===== src/rtl/pp_seq_multiplier_if.sv =====
// Bundles the request and external 2x2 multiplier signals of the sequential partial-product multiplier.
// The slave side is the multiplier core; the master side is the requester and the external 2-bit multiplier.
interface pp_seq_multiplier_if;
  logic        start;
  logic        mode;
  logic [7:0]  a;
  logic [7:0]  b;
  logic [1:0]  mul_a;
  logic [1:0]  mul_b;
  logic [3:0]  mul_result;
  logic        busy;
  logic        done;
  logic [15:0] product;

  modport master (
    output start, mode, a, b, mul_result,
    input  mul_a, mul_b, busy, done, product
  );

  modport slave (
    input  start, mode, a, b, mul_result,
    output mul_a, mul_b, busy, done, product
  );
endinterface


===== src/rtl/pp_seq_multiplier.sv =====
// Sequential 8x8 (or dual 4x4 SIMD) unsigned multiplier that feeds 2-bit operand slices to an
// external 2x2 multiplier and accumulates shifted partial products over 16 (or 8) steps.
module pp_seq_multiplier (
  input  logic                CLK,
  input  logic                nrst,
  pp_seq_multiplier_if.slave  bus
);

  typedef enum logic [1:0] {
    IDLE = 2'd0,
    RUN  = 2'd1,
    DONE = 2'd2
  } state_t;

  // Bit positions of the two operand slices and the shift of the resulting partial product.
  typedef struct packed {
    logic [2:0] pos_a;
    logic [2:0] pos_b;
    logic [3:0] shift;
  } step_t;

  function automatic step_t step_pos(input logic md, input logic [3:0] k);
    step_t s;
    if (!md) begin
      s.pos_a = {k[1:0], 1'b0};
      s.pos_b = {k[3:2], 1'b0};
      s.shift = {1'b0, s.pos_a} + {1'b0, s.pos_b};
    end else begin
      // k[2] selects the lane; the lane offset of 4 bits on the operands becomes 8 on the product.
      s.pos_a = {k[2], k[0], 1'b0};
      s.pos_b = {k[2], k[1], 1'b0};
      s.shift = {k[2], 3'b000} + {2'b00, k[0], 1'b0} + {2'b00, k[1], 1'b0};
    end
    return s;
  endfunction

  state_t      state_reg;
  logic [3:0]  k_reg;
  logic [15:0] acc_reg;
  logic [15:0] product_reg;
  logic [7:0]  a_reg;
  logic [7:0]  b_reg;
  logic        mode_reg;
  logic [1:0]  mul_a_reg;
  logic [1:0]  mul_b_reg;
  logic        busy_reg;
  logic        done_reg;

  step_t       cur_step;
  step_t       nxt_step;
  step_t       first_step;
  logic [3:0]  k_next;
  logic [15:0] term;
  logic [15:0] acc_next;
  logic        last_step;

  always_comb begin
    k_next     = k_reg + 4'd1;
    cur_step   = step_pos(mode_reg, k_reg);
    nxt_step   = step_pos(mode_reg, k_next);
    first_step = step_pos(bus.mode, 4'd0);
    term       = {12'd0, bus.mul_result} << cur_step.shift;
    acc_next   = acc_reg + term;
    last_step  = mode_reg ? (k_reg == 4'd7) : (k_reg == 4'd15);
  end

  always_ff @(posedge CLK or negedge nrst) begin
    if (!nrst) begin
      state_reg   <= IDLE;
      k_reg       <= 4'd0;
      acc_reg     <= 16'd0;
      product_reg <= 16'd0;
      a_reg       <= 8'd0;
      b_reg       <= 8'd0;
      mode_reg    <= 1'b0;
      mul_a_reg   <= 2'd0;
      mul_b_reg   <= 2'd0;
      busy_reg    <= 1'b0;
      done_reg    <= 1'b0;
    end else begin
      case (state_reg)
        IDLE: begin
          done_reg <= 1'b0;
          if (bus.start) begin
            state_reg <= RUN;
            a_reg     <= bus.a;
            b_reg     <= bus.b;
            mode_reg  <= bus.mode;
            k_reg     <= 4'd0;
            acc_reg   <= 16'd0;
            // Slices for step 0 are registered here so the first RUN cycle already presents them.
            mul_a_reg <= bus.a[first_step.pos_a +: 2];
            mul_b_reg <= bus.b[first_step.pos_b +: 2];
            busy_reg  <= 1'b1;
          end
        end
        RUN: begin
          acc_reg <= acc_next;
          k_reg   <= k_next;
          if (last_step) begin
            state_reg   <= DONE;
            product_reg <= acc_next;
            mul_a_reg   <= 2'd0;
            mul_b_reg   <= 2'd0;
            busy_reg    <= 1'b0;
            done_reg    <= 1'b1;
          end else begin
            mul_a_reg <= a_reg[nxt_step.pos_a +: 2];
            mul_b_reg <= b_reg[nxt_step.pos_b +: 2];
          end
        end
        DONE: begin
          state_reg <= IDLE;
          done_reg  <= 1'b0;
        end
        default: begin
          state_reg <= IDLE;
          busy_reg  <= 1'b0;
          done_reg  <= 1'b0;
          mul_a_reg <= 2'd0;
          mul_b_reg <= 2'd0;
        end
      endcase
    end
  end

  assign bus.mul_a   = mul_a_reg;
  assign bus.mul_b   = mul_b_reg;
  assign bus.busy    = busy_reg;
  assign bus.done    = done_reg;
  assign bus.product = product_reg;

endmodule


===== src/flat_wrapper.sv =====
// flat-port wrapper written by rule: the top's interface ports become plain ports
module pp_seq_multiplier_flat 
  (CLK, nrst, bus_start, bus_mode, bus_a, bus_b, bus_mul_result, bus_mul_a, bus_mul_b, bus_busy, bus_done, bus_product);
  pp_seq_multiplier_if bus_i ();
  input  logic CLK;
  input  logic nrst;
  input wire logic [$bits(bus_i.start)-1:0] bus_start;
  input wire logic [$bits(bus_i.mode)-1:0] bus_mode;
  input wire logic [$bits(bus_i.a)-1:0] bus_a;
  input wire logic [$bits(bus_i.b)-1:0] bus_b;
  input wire logic [$bits(bus_i.mul_result)-1:0] bus_mul_result;
  output wire logic [$bits(bus_i.mul_a)-1:0] bus_mul_a;
  output wire logic [$bits(bus_i.mul_b)-1:0] bus_mul_b;
  output wire logic [$bits(bus_i.busy)-1:0] bus_busy;
  output wire logic [$bits(bus_i.done)-1:0] bus_done;
  output wire logic [$bits(bus_i.product)-1:0] bus_product;
  assign bus_i.start = bus_start;
  assign bus_i.mode = bus_mode;
  assign bus_i.a = bus_a;
  assign bus_i.b = bus_b;
  assign bus_i.mul_result = bus_mul_result;
  assign bus_mul_a = bus_i.mul_a;
  assign bus_mul_b = bus_i.mul_b;
  assign bus_busy = bus_i.busy;
  assign bus_done = bus_i.done;
  assign bus_product = bus_i.product;
  pp_seq_multiplier u_core (.CLK(CLK), .nrst(nrst), .bus(bus_i));
endmodule

===== config.mk =====
export PLATFORM = sky130hd
export DESIGN_NAME = pp_seq_multiplier_flat
export DESIGN_NICKNAME = d
export VERILOG_FILES = /design/src/rtl/pp_seq_multiplier_if.sv /design/src/rtl/pp_seq_multiplier.sv /design/src/flat_wrapper.sv
export SDC_FILE = /design/constraint.sdc
export NUM_CORES = 1
export LEC_CHECK = 0
export BUFFER_PORTS_ARGS = -buffer_cell sky130_fd_sc_hd__buf_2
export CAP_MARGIN = 25
export CORE_MARGIN = 1
export CORE_UTILIZATION = 58
export CTS_CLUSTER_DIAMETER = 200
export DETAILED_ROUTE_END_ITERATION = 16
export GPL_TIMING_DRIVEN = 1
export PLACE_DENSITY = 0.84
export SKIP_LAST_GASP = 1
export SLEW_MARGIN = 5
export SYNTH_ARGS = -nofsm -noshare
export SYNTH_HDL_FRONTEND = slang
export SYNTH_SLANG_ARGS = --single-unit
export TNS_END_PERCENT = 5

===== constraint.sdc =====
create_clock -name CLK -period 4.4 [get_ports CLK]
set_input_delay 0.88 -clock CLK [delete_from_list [all_inputs] [get_ports CLK]]
set_output_delay 0.88 -clock CLK [all_outputs]
set_load 0.05 [all_outputs]

# Word level (Yosys, flattened, before mapping)
# Cells that the tools add are included.
[totals]
elab_cells = 58
register_bits = 61
inputBits = 24
output_inout_bits = 22
[op_classes]
reduce_logical = 8
n_addsub = 8
shift = 3
n_mux = 21
bitwise_logic = 1
n_eq_ne = 6
[ops]
columns = ["operator", "n"]
rows = [
  ["case mux 16 bit (2 select lines)", 1],
  ["adder 16 bit", 1],
  ["adder 4 x 2 -> 4 bit", 4],
  ["2-to-1 mux 16 bit", 1],
  ["variable part select 8 x 4 -> 2 bit", 2],
  ["<< shifter 4 x 4 -> 16 bit", 1],
  ["2-to-1 mux 2 bit", 6],
  ["case mux 2 bit (3 select lines)", 2],
  ["2-to-1 mux 10 bit", 1],
  ["AND reduction 2 bit", 5],
  ["adder 3 x 3 -> 4 bit", 2],
  ["2-to-1 mux 4 bit", 2],
  ["case mux 4 bit (2 select lines)", 1],
  ["2-to-1 mux 1 bit", 5],
  ["adder 4 x 1 -> 4 bit (second input constant)", 1],
  ["== test 4 x 3 -> 1 bit (second input constant)", 1],
  ["== test 4 bit (second input constant)", 1],
  ["case mux 2 bit (2 select lines)", 1],
  ["case mux 1 bit (3 select lines)", 1],
  ["AND reduction 3 bit", 1],
  ["== test 2 x 1 -> 1 bit (second input constant)", 1],
  ["== test 2 bit (second input constant)", 1],
  ["logical NOT 2 bit", 1],
  ["inequality test 2 x 1 -> 1 bit (second input constant)", 1],
  ["3 further kinds", 3],
]

# Depth between registers and ports, before layout
[logic_depth]
depth_word = 7
depth_mapped = 15
depth_no_buf = 15

# Least setup slack after synthesis
# Ideal clock, no wire load.
[synth_timing]
path_type = "reg-to-reg"
startpoint = "register u_core.k_reg[0]"
endpoint = "register u_core.product_reg[11] (netlist: u_core.bus.product[11])"
t_required_ps = 4275
period_less_slack_ps = 3215
n_path_buf = 0
setup_slack_ps = 1185
stages_incl_launch_ff = 16
setup_time_ps = 125
arrival_time_ps = 3090
cell_sequence = "dfrtp_1 > ha_1 > inv_1 > fa_1 > nor2_1 > a21oi_1 > nor2_1 > a31oi_1 > nor2_1 > ha_1 > a21oi_1 > o21ai_0 > nor2_1 > o21bai_1 > xor2_1 > mux2_2"
[synth_between]
elab_chain_cells = 5
elab_cells_between_ends = 10
classes_between = "add/sub: 4; eq/ne: 2; shift: 1; mux: 2; reduce/logical: 1"
[synth_lines]
columns = ["item", "line", "source"]
rows = [
  ["from (decl)", "pp_seq_multiplier.sv:38", "logic [3:0] k_reg;"],
  ["from (signal assigned)", "pp_seq_multiplier.sv:99", "k_reg <= k_next;"],
  ["adder 4 x 2 -> 4 bit (2 in a row)", "pp_seq_multiplier.sv:32", "s.shift = {k[2], 3'b000} + {2'b00, k[0], 1'b0} + {2'b00, k[1], 1'b0};"],
  ["2-to-1 mux 4 bit", "pp_seq_multiplier.sv:24", "if (!md) begin"],
  ["<< shifter 4 x 4 -> 16 bit", "pp_seq_multiplier.sv:62", "term = {12'd0, bus.mul_result} << cur_step.shift;"],
  ["adder 16 bit", "pp_seq_multiplier.sv:63", "acc_next = acc_reg + term;"],
  ["to (signal assigned)", "pp_seq_multiplier.sv:102", "product_reg <= acc_next;"],
  ["to (decl)", "pp_seq_multiplier.sv:40", "logic [15:0] product_reg;"],
]
# Several ways; a longest one is shown, not always the timed one.
# A chain may end at the register's enable or synchronous reset.

# Final worst setup path
[layout_timing]
startpoint = "register u_core.k_reg[0]"
endpoint = "register u_core.acc_reg[14]"
[layout_between]
elab_chain_cells = 6
elab_cells_between_ends = 7
classes_between = "add/sub: 4; shift: 1; mux: 2"
[layout_lines]
columns = ["item", "line", "source"]
rows = [
  ["adder 4 x 2 -> 4 bit (2 in a row)", "pp_seq_multiplier.sv:32", ""],
  ["2-to-1 mux 4 bit *", "pp_seq_multiplier.sv:24", ""],
  ["<< shifter 4 x 4 -> 16 bit *", "pp_seq_multiplier.sv:62", ""],
  ["adder 16 bit *", "pp_seq_multiplier.sv:63", ""],
  ["case mux 16 bit (2 select lines) *", "pp_seq_multiplier.sv:81", "case (state_reg)"],
  ["to (signal assigned)", "pp_seq_multiplier.sv:98", "acc_reg <= acc_next;"],
  ["to (decl)", "pp_seq_multiplier.sv:39", "logic [15:0] acc_reg;"],
]
# Mark *: on every way between the ends. The rest lies on a longest branch, timed or not.

==> flow_metrics.py <==
metrics = {
    "placed_design": {
        "hpwl_um": 5220,
        "port_buffers": 45,
        "place_area_um2": 3670,
        "post-place-ws_ps": 669,
        "gp_congestion": 0.923,
    },
    "die": {
        "start_util": 0.610,
        "core_area_um2": 5570,
        "fp.dieH_um": 78.5,
        "chipWidth_um": 78.5,
        "die_area_um2": 6170,
        "io_pins": 46,
        "rows": 27,
    },
    "timing": {
        "finClkSkew_ps": 9.51,
        "rsz0062_at_grt": "false",
        "min_period_over_period": 0.870,
        "hold_viol": 0,
        "setup_viol": 0,
        "fin_crit_ps": 3830,
        "tns_ps": 0,
        "slew_violations": 0,
        "setup_slack_ps": 570,
        "clock.fmax_mhz": 261,
        "worst_pin_slew_ps": 933,
        "slew_headroom": 0.378,
    },
    "finish": {
        "nets": 406,
        "final_core_util": 0.698,
        "finalInstanceArea_um2": 3890,
        "num_antenna_cells": 0,
        "layout-drive-gt1-share": 0.272,
        "area_delta_synth_final_pct": 14.4,
    },
    "worst_setup_path": {
        "crit_path_frequent_cell": "nor2_1",
        "critPathMaxStageDelay_ps": 510,
        "start_kind": "flop",
        "cpMaxStageDelayCell": "dfrtp_1",
        "path_max_fanout": 8,
        "cp_cell_sequence": "ha_1 -> inv_1 -> fa_1 -> nor2_1 -> a21oi_1 -> nor2_1 -> a31oi_1 -> nor2_1 -> ha_1 -> a21oi_1 -> o221ai_1 -> o21ai_1 -> a22oi_1 -> xnor2_1 -> o21ai_0",
        "worstSetupPathDepth": 15,
        "criticalPathCategory": "reg2reg",
        "crit_arrival_ps": 4040,
        "cp-end-kind": "flop",
        "crit_buf_inv": 1,
        "cp_top_family": "compound AO/OA/AOI/OAI gates",
        "required_ps": 4610,
        "reg2regPathDepth": 15,
    },
    "clock_network": {
        "cts_root_buffer": "clkbuf_8",
        "postCtsResizedCells": 0,
        "path_clk_slew_ps": 70,
        "cts_hold_buf": 0,
        "cts.sinks": 61,
        "clk_path_buf_depth": 2,
        "clkLatencyLatePin_ps": 350,
        "numCtsBuffers": 9,
        "htreeDepth": 3,
        "cts_tree": "done",
        "cts_setup_buffers": 0,
    },
    "synth": {
        "synth_flop_cell": "dfrtp_1",
        "post-synth-top-count-cell": "dfrtp_1",
        "synth_fp_nets": 360,
        "synth_area_leaders": "dfrtp_1 (45%), mux2_2 (8.0%), ha_1 (6.6%)",
        "synth_top_area_share": 0.449,
        "yosysSeqAreaShare": 0.449,
        "synth_seq_cells": 61,
        "synth_edf_count": 0,
        "synth_top_cell_by_area": "dfrtp_1",
        "yosysUniqueCellTypes": 45,
        "syn_avg_cell_area_um2": 10.8,
        "ys_top_cells_by_count": "dfrtp_1 (61), nand2_1 (30), nor2_1 (27), mux2_2 (24), a21oi_1 (20)",
        "syn_inst": 316,
        "async_flop_share": 1.00,
        "yosysWarnings": 0,
        "synth_area_um2": 3400,
    },
    "hold_path": {
        "hp-class": "reg2reg",
        "min_path_cells": 1,
    },
    "global_routing": {
        "grt_pass1_vias": 2656,
        "grt_pass1_wl_um": 12400,
        "grt_antenna_before_repair": 0,
        "grt_usage": 0.266,
        "grt-ovfl-total": 0,
        "grt_max_degree": 62,
    },
    "detailed_routing": {
        "antenna_left": 0,
        "vias": 2614,
        "drt-total-wl_um": 7360,
        "route.detailed.drc": 0,
        "drt-initial-drc-count": 246,
        "vias_per_cell": 5.95,
        "firstDrtPassIters": 4,
        "routedWlPerCell_um": 16.8,
    },
    "outcome": {
        "outcome": "finished, final reports clean",
    },
    "flow_run": {
        "maxCapViolCount": 0,
    },
}
==> through the flow <==
step	hold WS [ps]	cells
2_1_floorplan	456	316
3_3_place_gp	465	423
3_5_place_dp	469	423
4_1_cts	484	439
5_1_grt	498	439
6_report	485	439
==> final cells by class <==
| cell class | instances | area [um^2] |
|---|---|---|
| Multi-Input combinational cell | 234 | 1780 |
| Fill cell | 434 | 1690 |
| Sequential cell | 61 | 1530 |
| Timing Repair Buffer | 47 | 240 |
| Clock buffer | 9 | 124 |
| Clock inverter | 7 | 90.1 |
| Tap cell | 72 | 90.1 |
| Inverter | 9 | 33.8 |
==> cell families (layout without fill, tap and decap cells) <==
| family | Yosys count | in the layout | synth area share |
|---|---|---|---|
| buffers and inverters | 21 | 72 | 0.0269 |
| AOI/OAI and AO/OA | 75 | 75 | 0.139 |
| DFF | 61 | 61 | 0.449 |
| and+or+nand+nor | 75 | 75 | 0.0950 |
| adders and majority gates | 20 | 20 | 0.0781 |
| muxes | 46 | 46 | 0.165 |
| xor gates and xnor gates | 18 | 18 | 0.0464 |
==> path summary, 6_finish.rpt <==
path	start	endpoint	slack (ps)
min	u_core.bus.product[3]$_DFFE_PN0P_	u_core.bus.product[3]$_DFFE_PN0P_	490
min reg2reg	u_core.bus.product[3]$_DFFE_PN0P_	u_core.bus.product[3]$_DFFE_PN0P_	490
max reg2reg	u_core.k_reg[0]$_DFFE_PN0P_	u_core.acc_reg[14]$_DFFE_PN0P_	570
max	u_core.k_reg[0]$_DFFE_PN0P_	u_core.acc_reg[14]$_DFFE_PN0P_	570
max in group asynchronous	nrst	u_core.acc_reg[4]$_DFFE_PN0P_	3210
min in group asynchronous	nrst	u_core.b_reg[5]$_DFFE_PN0P_	680
==> layout by cell type (no fill, tap or decap), types with 2 or more instances in the layout <==
cell type	netlist	routed
dfrtp_1	61	61
buf_2	4	45
nand2_1	30	30
nor2_1	27	27
mux2_2	24	24
a21oi_1	20	20
ha_1	18	18
o21ai_0	16	16
a22o_1	13	13
xnor2_1	11	11
mux2i_1	9	9
clkbuf_8	0	9
inv_1	8	8
xor2_1	7	7
o21ai_1	7	7
mux2_1	6	6
mux4_2	4	4
nand3_1	4	4
o22ai_1	3	3
o21bai_1	4	3
clkinv_2	0	3
mux2_4	2	2
nor3_1	2	2
a31oi_1	2	2
nand2b_1	2	2
nor2b_1	2	2
a211oi_1	2	2
a21o_1	2	2
fa_1	2	2
bufinv_16	0	2
clkinvlp_4	0	2
buf_4	0	2
==> layer usage <==
layer  share of wire  track usage  vias to the layer above
met3           0.049       0.0535                       16
met2            0.48        0.417                       68
met1            0.45        0.348                     1297
li1                -            -                     1233
met5               0            0                        -
met4           0.023        0.141                        0
Power is not shown: default switching activity piles up to over one toggle a cycle in this logic, so the estimate is an artifact.
